<file path="config.mk">
export PLATFORM = sky130hd
export DESIGN_NAME = alu_issue_ctrl
export DESIGN_NICKNAME = d
export VERILOG_FILES = /design/src/rtl/alu_issue_ctrl.sv
export SDC_FILE = /design/constraint.sdc
export NUM_CORES = 1
export LEC_CHECK = 0
export BUFFER_PORTS_ARGS = -buffer_cell sky130_fd_sc_hd__buf_2
export CAP_MARGIN = 10
export CORE_ASPECT_RATIO = 1.25
export CORE_MARGIN = 5
export CORE_UTILIZATION = 23
export CTS_CLUSTER_DIAMETER = 40
export DETAILED_ROUTE_END_ITERATION = 6
export PLACE_DENSITY_LB_ADDON = 0.3
export SLEW_MARGIN = 0
export SYNTH_ARGS = -nofsm -noshare
export SYNTH_HDL_FRONTEND = slang
export SYNTH_SLANG_ARGS = --single-unit
</file>
<file path="constraint.sdc">
create_clock -name i_clk -period 22.9 [get_ports i_clk]
set_input_delay 4.58 -clock i_clk [delete_from_list [all_inputs] [get_ports i_clk]]
set_output_delay 4.58 -clock i_clk [all_outputs]
set_load 0.05 [all_outputs]
</file>
<file path="src/rtl/alu_issue_ctrl.sv">
// rtl/alu_issue_ctrl.sv - RV32I ALU-class decode into a 2-entry issue FIFO
// Optional feature macro: ALU_ISSUE_ILLEGAL_CNT_EN (saturating illegal-instruction counter)
module alu_issue_ctrl #(
  parameter int XLEN = 32
) (
  input  logic            i_clk,
  input  logic            i_rst_n,
  input  logic            i_valid,
  output logic            o_ready,
  input  logic [31:0]     i_instr,
  input  logic [XLEN-1:0] i_pc,
  input  logic [XLEN-1:0] i_rs1_data,
  input  logic [XLEN-1:0] i_rs2_data,
  output logic            o_valid,
  input  logic            i_ready,
  output logic [XLEN-1:0] o_op_a,
  output logic [XLEN-1:0] o_op_b,
  output logic [3:0]      o_alu_op,
  output logic [4:0]      o_rd_addr,
  output logic            o_illegal,
  output logic [15:0]     o_illegal_cnt
);

  localparam logic [6:0] OPC_OP     = 7'h33;
  localparam logic [6:0] OPC_OP_IMM = 7'h13;
  localparam logic [6:0] OPC_LUI    = 7'h37;
  localparam logic [6:0] OPC_AUIPC  = 7'h17;
  localparam logic [6:0] OPC_LOAD   = 7'h03;
  localparam logic [6:0] OPC_STORE  = 7'h23;

  localparam logic [3:0] ALU_ADD  = 4'd0;
  localparam logic [3:0] ALU_SUB  = 4'd1;
  localparam logic [3:0] ALU_SLT  = 4'd2;
  localparam logic [3:0] ALU_SLTU = 4'd3;
  localparam logic [3:0] ALU_XOR  = 4'd4;
  localparam logic [3:0] ALU_OR   = 4'd5;
  localparam logic [3:0] ALU_AND  = 4'd6;
  localparam logic [3:0] ALU_SLL  = 4'd7;
  localparam logic [3:0] ALU_SRL  = 4'd8;
  localparam logic [3:0] ALU_SRA  = 4'd9;

  typedef struct packed {
    logic            illegal;
    logic [4:0]      rd;
    logic [3:0]      op;
    logic [XLEN-1:0] a;
    logic [XLEN-1:0] b;
  } entry_t;

  logic [6:0]      opcode;
  logic [2:0]      funct3;
  logic [6:0]      funct7;
  logic [XLEN-1:0] imm_i;
  logic [XLEN-1:0] imm_s;
  logic [XLEN-1:0] imm_u;
  logic [XLEN-1:0] shamt;
  logic            unused_rs1_field;

  assign opcode = i_instr[6:0];
  assign funct3 = i_instr[14:12];
  assign funct7 = i_instr[31:25];
  assign imm_i  = XLEN'($signed(i_instr[31:20]));
  assign imm_s  = XLEN'($signed({i_instr[31:25], i_instr[11:7]}));
  assign imm_u  = XLEN'($signed({i_instr[31:12], 12'b0}));
  assign shamt  = XLEN'(i_instr[24:20]);
  // Register indices arrive pre-read as rs1/rs2 data; only rd is carried.
  assign unused_rs1_field = ^i_instr[19:15];

  logic            legal;
  logic [3:0]      dec_op;
  logic [XLEN-1:0] dec_a;
  logic [XLEN-1:0] dec_b;
  logic [4:0]      dec_rd;
  entry_t          dec;

  always_comb begin
    legal  = 1'b1;
    dec_op = ALU_ADD;
    dec_a  = i_rs1_data;
    dec_b  = i_rs2_data;
    dec_rd = i_instr[11:7];
    case (opcode)
      OPC_OP: begin
        if (funct7 == 7'h00) begin
          case (funct3)
            3'd0:    dec_op = ALU_ADD;
            3'd1:    dec_op = ALU_SLL;
            3'd2:    dec_op = ALU_SLT;
            3'd3:    dec_op = ALU_SLTU;
            3'd4:    dec_op = ALU_XOR;
            3'd5:    dec_op = ALU_SRL;
            3'd6:    dec_op = ALU_OR;
            default: dec_op = ALU_AND;
          endcase
        end else if (funct7 == 7'h20 && funct3 == 3'd0) begin
          dec_op = ALU_SUB;
        end else if (funct7 == 7'h20 && funct3 == 3'd5) begin
          dec_op = ALU_SRA;
        end else begin
          legal = 1'b0;
        end
      end
      OPC_OP_IMM: begin
        dec_b = imm_i;
        case (funct3)
          3'd0: dec_op = ALU_ADD;
          3'd1: begin
            dec_op = ALU_SLL;
            dec_b  = shamt;
            legal  = (funct7 == 7'h00);
          end
          3'd2: dec_op = ALU_SLT;
          3'd3: dec_op = ALU_SLTU;
          3'd4: dec_op = ALU_XOR;
          3'd5: begin
            dec_b  = shamt;
            dec_op = (funct7 == 7'h20) ? ALU_SRA : ALU_SRL;
            legal  = (funct7 == 7'h00) || (funct7 == 7'h20);
          end
          3'd6:    dec_op = ALU_OR;
          default: dec_op = ALU_AND;
        endcase
      end
      OPC_LUI: begin
        dec_a = '0;
        dec_b = imm_u;
      end
      OPC_AUIPC: begin
        dec_a = i_pc;
        dec_b = imm_u;
      end
      OPC_LOAD:  dec_b = imm_i;
      OPC_STORE: begin
        dec_b  = imm_s;
        dec_rd = 5'd0;
      end
      default: legal = 1'b0;
    endcase

    dec.illegal = !legal;
    dec.rd      = legal ? dec_rd : 5'd0;
    dec.op      = legal ? dec_op : ALU_ADD;
    dec.a       = legal ? dec_a  : '0;
    dec.b       = legal ? dec_b  : '0;
  end

  entry_t     mem [2];
  logic [1:0] count;
  logic       wr_ptr;
  logic       rd_ptr;
  logic       push;
  logic       pop;

  assign o_ready = (count != 2'd2);
  assign o_valid = (count != 2'd0);
  assign push    = i_valid && o_ready;
  assign pop     = o_valid && i_ready;

  // Slots are cleared on reset so the presented head reads as all-zero.
  always_ff @(posedge i_clk) begin
    if (!i_rst_n) begin
      count  <= 2'd0;
      wr_ptr <= 1'b0;
      rd_ptr <= 1'b0;
      mem[0] <= '0;
      mem[1] <= '0;
    end else begin
      if (push) begin
        mem[wr_ptr] <= dec;
        wr_ptr      <= ~wr_ptr;
      end
      if (pop) begin
        rd_ptr <= ~rd_ptr;
      end
      count <= count + {1'b0, push} - {1'b0, pop};
    end
  end

  assign o_op_a    = mem[rd_ptr].a;
  assign o_op_b    = mem[rd_ptr].b;
  assign o_alu_op  = mem[rd_ptr].op;
  assign o_rd_addr = mem[rd_ptr].rd;
  assign o_illegal = mem[rd_ptr].illegal;

`ifdef ALU_ISSUE_ILLEGAL_CNT_EN
  logic [15:0] illegal_cnt;

  always_ff @(posedge i_clk) begin
    if (!i_rst_n) begin
      illegal_cnt <= 16'd0;
    end else if (push && dec.illegal && illegal_cnt != 16'hFFFF) begin
      illegal_cnt <= illegal_cnt + 16'd1;
    end
  end

  assign o_illegal_cnt = illegal_cnt;
`else
  assign o_illegal_cnt = 16'd0;
`endif

endmodule

</file>
Word-level counts from Yosys, hierarchy flattened
Memories as Yosys holds them, arrays and structs flattened. A register that Yosys moved wholly into a read port is not among the register bits.
Cells that the tools add are included.

word-level totals
  bits in latches = 0
  memories = 1
  output and inout port bits = 92
  bits in writable memories = 148
  word-level logic and storage cells = 64
  bits in registers = 4
  bits of input ports = 132
  bits in read-only memories = 0

operators by class
  bitwise gates (word level) = 2
  add/sub/neg operators = 2
  shift operators = 0
  reductions and logical operators = 13
  magnitude comparators = 0
  div/mod/pow operators = 0
  muxes and demuxes = 29
  equality and inequality tests = 14
  $mul = 0

memories
  memory  words  width  rd ports  clocked after memory_dff  wr ports  RTL line  source
  mem     2      74     1         1                         2         147       entry_t mem [2];

operator list
  cell                  count
  $pmux W32 S4          1
  $mux W32              3
  $mux W74              1
  $reduce_or A74 Y1     1
  $pmux W32 S2          1
  $pmux W4 S7           2
  $eq A7 B6 Y1 const B  4
  $mux W4               4
  $eq A7 B5 Y1 const B  2
  $mux W1               12
  $mux W5               2
  $eq A3 B3 Y1 const B  3
  $pmux W4 S2           1
  $eq A7 B2 Y1 const B  1
  $logic_not A7 Y1      1
  $eq A3 B2 Y1 const B  2
  $logic_and A1 B1 Y1   4
  $reduce_or A2 Y1      2
  $reduce_or A4 Y1      1
  $eq A3 B1 Y1 const B  1
  $logic_not A3 Y1      1
  $pmux W1 S3           1
  $add A2 B1 Y2         1
  $ne A2 B2 Y1 const B  1
  6 further kinds       7

Logic depth before layout (Yosys ltp)
Gate-level depths: netlist of the first run.

  word-level depth = 8
  depth in mapped cells = 8
  gate-level depth less buffers = 8

Worst setup path after synthesis of the first run
OpenSTA, ideal clock, no wires.

  kind = input port to flip-flop
  from = input port i_valid
  to = memory mem[0][0] (netlist name) (enable)
  data required time = 22,291 ps
  arrival = 9,919 ps
  buffers on the path = 0
  slack = 12,372 ps
  library setup time = 609 ps
  stages = 2
  cell sequence = nand2_1 -> o21ai_0

RTL lines
  element      RTL line  source
  from (decl)  8         input logic i_valid,
  to (decl)    147

==> results of run 1 <==
report_power, final:
group          switching [mW]  internal (mW)  total (mW)  leakage, nW
Sequential             0.0154          0.341       0.356         1.61
Combinational           0.215         0.0837       0.299         1.88
Clock                   0.111          0.159       0.270        0.259
Total                   0.342          0.583       0.925         3.76
flip-flops by register name, indices dropped and copies added (netlist names), named ones only:
| name | cells |
|---|---|
| rd_ptr | 1 |
| mem | 148 |
| count | 2 |
| wr_ptr | 1 |
layer usage:
layer | part of all wire, % | vias to the layer above | track usage, %
met5 | 0.061 | - | 0
met4 | 1.7 | 4 | 4.45
li1 | - | 2640 | -
met2 | 50 | 198 | 20.8
met1 | 40 | 2666 | 15.2
met3 | 7.8 | 17 | 3.09
worst max-delay path, stage by stage (launching register included):
cell     delay, ns
dfxtp_4       0.66
buf_4         0.60
mux2_2        0.44
buf_2         0.22
cells in the final DEF, fill, tap and decap left out, drive strengths merged, types with 2 or more instances in the layout:
| cell | instances |
|---|---|
| a21o | 2 |
| a21oi | 45 |
| a221o | 2 |
| a221oi | 18 |
| a22oi | 6 |
| and2 | 4 |
| and3 | 13 |
| buf | 217 |
| bufinv | 2 |
| clkbuf | 18 |
| clkinv | 5 |
| clkinvlp | 4 |
| conb | 16 |
| dfxtp | 5 |
| edfxtp | 148 |
| ha | 2 |
| inv | 3 |
| mux2 | 74 |
| nand2 | 5 |
| nand2b | 2 |
| nand3 | 3 |
| nand4 | 2 |
| nand4b | 2 |
| nand4bb | 2 |
| nor2 | 112 |
| nor2b | 14 |
| nor3 | 35 |
| nor3b | 34 |
| o21ai | 3 |
| o31ai | 2 |
| or2 | 2 |
| or4 | 2 |
| xnor2 | 4 |
layout make-up:
cell class,instances,area (sq um)
Fill cell,3416,23100
Antenna cell,1,2.50
Inverter,1,3.75
Sequential cell,153,4550
Timing Repair Buffer,217,1110
Tap cell,418,523
Multi-Input combinational cell,416,2790
Clock inverter,13,128
Clock buffer,18,429
stage by stage:
stage                     instances  setup WS, ns  power, mW
after global placement         1205         15.87      0.666
final                          1237         15.91      0.925
after detailed placement       1205         15.81      0.667
after floorplan                 631         12.37      0.588
after CTS                      1236         15.82      0.939
after global routing           1236         15.79      0.965
worst max path at each step:
stage	from	to	slack, ns
5_1_grt	flip-flop	o_op_b[7]	15.79
4_1_cts	flip-flop	o_op_b[7]	15.82
3_5_place_dp	i_instr[1]	mem[0][34]	15.81
2_1_floorplan	i_valid	mem[0][0]	12.37
3_3_place_gp	i_instr[1]	mem[0][49]	15.87
6_report	flip-flop	o_op_b[7]	15.91
kinds of logic after synthesis:
group / Yosys count
adder cells (fa/ha/maj): 2
other: 1
XOR/XNOR: 5
buffers and inverters: 62
AND/OR/NAND/NOR: 235
flip-flops: 153
AO/OA/AOI/OAI: 84
multiplexers: 74
==> impl_results.md, run 1 <==
- Clock slew seen by the registers of the worst setup and hold paths: 0.06 ns
- FMAX: 143 MHz
- Synth Instances: slightly above 600
- Setup TNS: 0 ns
- RSZ-0062 raised after global routing: no
- #FFs+latches synth: 153
- Hold Slack: 0.550 ns
- WL/cell: 18.4 um
- Critical Path RT: 18.32 ns
- HP Class: flip-flop to flip-flop
- Most common cell in the netlist: edfxtp_1
- Row count: 74
- Total CTS buffers: 17
- Post-Synth Adder-Cell Area: 0.331%
- Min Tclk post-route: between 6 and 7 ns
- Initial DRC Count: a little over 400
- Sink Count: between 150 and 200
- Largest family of logic cells by synthesized area: simple AND/OR/NAND/NOR gates
- Antenna viol nets, final: 0
- Share of the synthesized area in the top cell type: 58.8%
- DPL Wire Length: between 15 and 20 mm
- Via count: 5,525
- Reg2reg end: mem[1][69]
- Worst-Margin Slew: 1.09 ns
- Synth cell count leaders: 148 x edfxtp_1, 111 x nor2_1, 74 x mux2_2
- Layout area overhead: 26.2%
- Postcts setup bufs: 0
- Final hold vios: 0
- Cell area after layout: 9530 sq um
- Grt total ovfl: 0
- Die W: 172 um
- Remaining DRCs: 0
- Clk Latency, worst-skew pair: 0.42 ns
- WHS Endpoint: rd_ptr
- CTS root buf: clkbuf_16
- Synth area leaders: edfxtp_1 59%, mux2_2 11%, nor2_1 5.5%
- Vias/cell: between 4 and 5
- Main synth FF type: edfxtp_1
- Post-Syn Area: 7560 sq um
- Post-layout util: approximately 29%
- Global-route wire length before repair: 33.3 mm
- Pwr/cell area: 97.0 nW/um^2
- Die H: 213 um
- CP max FO: 41
- Seq/Total Area, Yosys: 60.1%
- Clock Skew: 0.0111 ns
- Synth area leader: edfxtp_1
- Maximum vdd drop: 0.0407 mV
- EDFF count, synth: 148
- Post-Route WL: 22.8 mm
- Final setup vio count: 0
- Critical path launch point type: flip-flop
- Hold Path Stages: 2
- Gr usage total: 12.3%
- Tcrit/Tclk final: 30.5%
- Routability cong.: a little over 0.7
- Syn Area/Cell: 12.3 sq um
- Hold Crit Start: rd_ptr
- Router iterations before antenna repair: 4
- Post-synthesis mux area share: 11.0%
- Unique masters post-synth: 49
- Initial Util: 23.2%
- Dpl cell area: between 8000 and 9000 sq um
- Status: finished clean
- CP Capture Type: output port
- R2r setup slk: approximately 20 ns
- Buffers on Ports: 207
- CTS H-tree lvls: 4
- Compound-Gate Fraction of Synth Area: 7.53%
- LEAKAGE: 3.76 nW
- Vias in the first global route: 5,476
- FFs w/ async S/R, synth: 0%
- Largest net degree at the start of global routing: between 70 and 80
- Worst r2r path cells: 5
- Ys Warns: 0
- CTS resizes: 0
- Core area: between 30,000 and 40,000 sq um
- # hold bufs at CTS: 0
- Clk buf depth: 2
- TritonCTS clock tree: done
- Arrival @ worst endpoint: 2.41 ns
- Pins over their slew limit: 0
- XOR/XNOR share of the synthesized area: less than 1%
- Layout cell share with drive strength beyond 1: 40.5%
- IO Pins: 224
- Simple logic cell fraction of the synthesized area: 16.1%
- Slew HR: 27.6%
- Fin nets: 940
- FF-to-FF Start: count[0]
- Max-Cap Viols: 0
- Die Area: 36,600 sq um
- Initial antenna violation count: 3
- Worst setup path category: flip-flop to output port
Power figures use the tool's default switching activity.
==> run 2, diff against run 1 <==
Settings changed: ABC_AREA set to 1.
Clock period 22.9 ns to 7.2 ns, I/O delays scaled along.
==> run 2 against run 1 <==
Against the previous run: critical path depth is 9 higher; design area up 5.0%; via count rose by 15%; wire length grew 6.5%; global-route usage is 0.35 points higher; worst setup slack worse by 13 ns; clock skew fell by 0.0034 ns; sequential power grew to 3.1 times the previous value; non-clock buffer count decreased by 3; synthesized cell count rose by 37%; critical endpoint is now mem[1][36]; largest cell class unchanged.
==> impl_results.md, run 2 <==
- Largest net degree at the start of global routing: 76 (+1.3%)
- CP Capture Type: flip-flop
- CP Cell Sequence: buf_2, inv_1, nor2_1, nand3_2, nand2_1, inv_2, nand2_1, nand2_1, nand2_2, buf_4, nand2_1, nor2_1
- Grt total ovfl: 0 (unchanged)
- Ant diodes: 0 (-1)
- Pwr/cell area: 294 nW/um^2 (+200%)
- Pins over their slew limit: 0 (unchanged)
- Tcrit/Tclk final: 53.6%
- RSZ-0062 raised after global routing: no
- Initial Util: 23.2% (+0.041 points)
- Post-Route WL: 24.3 mm (+6.5%)
- Commonest non-fill, non-tap cell in the layout: nand2_1
- Maximum vdd drop: 0.137 mV (+240%)
- Hold Path Stages: 1 (-1)
- Critical Path RT: 7.46 ns (-10.86 ns)
- Post-Syn Area: 7970 sq um (+5.5%)
- WL/cell: 16.1 um (-12%)
- Status: finished clean
- # hold bufs at CTS: 0 (unchanged)
- Fin nets: 1,162 (+24%)
- Min Tclk post-route: 3.86 ns
- EDFF count, synth: 148 (unchanged)
- CTS root buf: clkbuf_16
- FMAX: 259 MHz
- Most common cell in the netlist: nand2_1
- Clock Skew: 0.00766 ns (-0.00342 ns)
- Clk buf depth: 2 (unchanged)
- FFs w/ async S/R, synth: 0% (unchanged)
- Synth area leader: edfxtp_1
- Clock slew seen by the registers of the worst setup and hold paths: 0.06 ns (about the same)
- Setup TNS: 0 ns (unchanged)
- CP max stage cell: nand3_2
- Max-Cap Viols: 0 (unchanged)
- Number of flip-flops in the largest register: 148 (unchanged)
- TritonCTS clock tree: done
- Crit path largest cell delay: 0.61 ns (-0.05 ns)
- Synth Instances: 842 (+37%)
- Largest registers: mem (148), count (2)
- Core area: 34,300 sq um (+5.3%)
- Syn Area/Cell: 9.47 sq um (-23%)
- Critical path launch point type: primary input
- R2r setup slk: 4.43 ns (-16.06 ns)
- Initial antenna violation count: 0 (-3)
- Ys Warns: 0 (unchanged)
- #FFs+latches synth: 153 (unchanged)
- Worst r2r path cells: 5 (unchanged)
- Layout area overhead: 25.6%
- Final setup vio count: 0 (unchanged)
- HP Class: flip-flop to flip-flop
- Synth area leaders: edfxtp_1 56%, nand2_1 11%, mux2_2 10%
- Slew HR: 23.9% (-3.7 points)
- Routability cong.: 0.814 (+13%)
- Vias in the first global route: 6,477 (+18%)
- Reg with most FFs: mem
- Layout cell share with drive strength beyond 1: 31.6% (-8.8 points)
- Total CTS buffers: 17 (unchanged)
- Synth cell count leaders: 229 x nand2_1, 183 x nor2_1, 148 x edfxtp_1
- Postcts setup bufs: 0 (unchanged)
- CTS resizes: 0 (unchanged)
- Unique masters post-synth: 27 (-45%)
- Hold Crit Start: rd_ptr
- IO Pins: 224 (unchanged)
- Sink Count: 153 (unchanged)
- Most used cell along the critical path: nand2_1
- Die Area: 38,500 sq um (+5.2%)
- Global-route wire length before repair: 37.0 mm (+11%)
- Post-layout util: 29.2% (-0.080 points)
- Row count: 76 (+2.7%)
- Router iterations before antenna repair: 5 (+1)
- Seq/Total Area, Yosys: 57.0% (-3.1 points)
- Gr usage total: 12.6% (+0.35 points)
- Final hold vios: 0 (unchanged)
- LEAKAGE: 4.35 nW (+16%)
- CP max FO: 34 (-17%)
- Share of the synthesized area in the top cell type: 55.7% (-3.1 points)
- Reg2reg end: mem[1][59]
- Clk Latency, worst-skew pair: 0.42 ns (about the same)
- Main synth FF type: edfxtp_1
- Buffers on Ports: 207 (unchanged)
- Vias/cell: 4.22 (-5.6%)
- Most frequent cells in the layout: 225 x nand2_1, 207 x buf_2, 183 x nor2_1
- Antenna viol nets, final: 0 (unchanged)
- DPL Wire Length: 16.1 mm (+1.9%)
- CTS H-tree lvls: 4 (unchanged)
- Initial DRC Count: 285 (-31%)
- Remaining DRCs: 0 (unchanged)
- Via count: 6,346 (+15%)
- Arrival @ worst endpoint: 4.13 ns (+1.72 ns)
- FF-to-FF Start: count[1]
- Die H: 218 um (+2.6%)
- Worst-Margin Slew: 1.14 ns (+0.0522 ns)
- Die W: 177 um (+2.6%)
- Worst setup path category: primary input to flip-flop
[run 2: per-stage QoR]
stage          instances  total power, mW  hold WS [ns]  cell area, sq um  worst slack, ns
6_report            1505             2.94         0.461             10000             3.34
5_1_grt             1505             3.07         0.497             10000             2.93
4_1_cts             1504             2.99         0.457              9990             2.84
3_5_place_dp        1476             2.02         0.444              9380             2.39
3_3_place_gp        1476             2.02         0.433              9380             2.47
2_1_floorplan        857             1.78         0.425              8030             2.93
[run 2: kinds of logic (layout without fill, tap and decap cells)]
kind of cell | count (synthesis) | after routing | share of synthesized area [%]
multiplexers | 74 | 74 | 10.5
adder cells (fa/ha/maj) | 2 | 2 | 0.314
AO/OA/AOI/OAI | 44 | 44 | 2.79
buffers and inverters | 113 | 293 | 6.73
XOR/XNOR | 1 | 1 | 0.110
flip-flops | 153 | 153 | 57.0
AND/OR/NAND/NOR | 454 | 454 | 22.6
other | 1 | 16 | 0.0470
[run 2: worst max path at each step]
stage	startpoint	to	slack [ns]	cells after the start
after global routing	i_instr[4]	mem[0][44]	2.93	12
after floorplan	i_valid	mem[0][0]	2.93	6
after CTS	i_instr[4]	mem[1][36]	2.84	12
final	i_instr[4]	mem[1][36]	3.34	12
after global placement	i_instr[4]	mem[1][34]	2.47	12
after detailed placement	i_instr[4]	mem[1][36]	2.39	12
[run 2: layout make-up]
class	instances	area [sq um]
fillers	3628	24300
clock buffers	17	425
inverters	51	191
multi-input cells	591	2970
repair buffers	214	1110
well taps	468	586
flip-flops and latches	153	4550
clock inverters	11	181
[run 2: metal layers]
layer	share of wire [%]	vias to the layer above	GRT usage (%)
li1	-	3113	-
met1	44	2999	16.0
met2	48	211	21.3
met3	6.0	23	2.99
met4	1.9	0	4.00
met5	0	-	0
[run 2: report_power, final]
group | switching [mW] | internal [mW]
Clock | 0.351 | 0.603
Sequential | 0.0436 | 1.06
Combinational | 0.648 | 0.231
[run 2: worst max-delay path: cells and delay by family]
kind / cells / cell delay (ns)
buffers and inverters: 4 / 0.63
AND/OR/NAND/NOR: 8 / 2.04
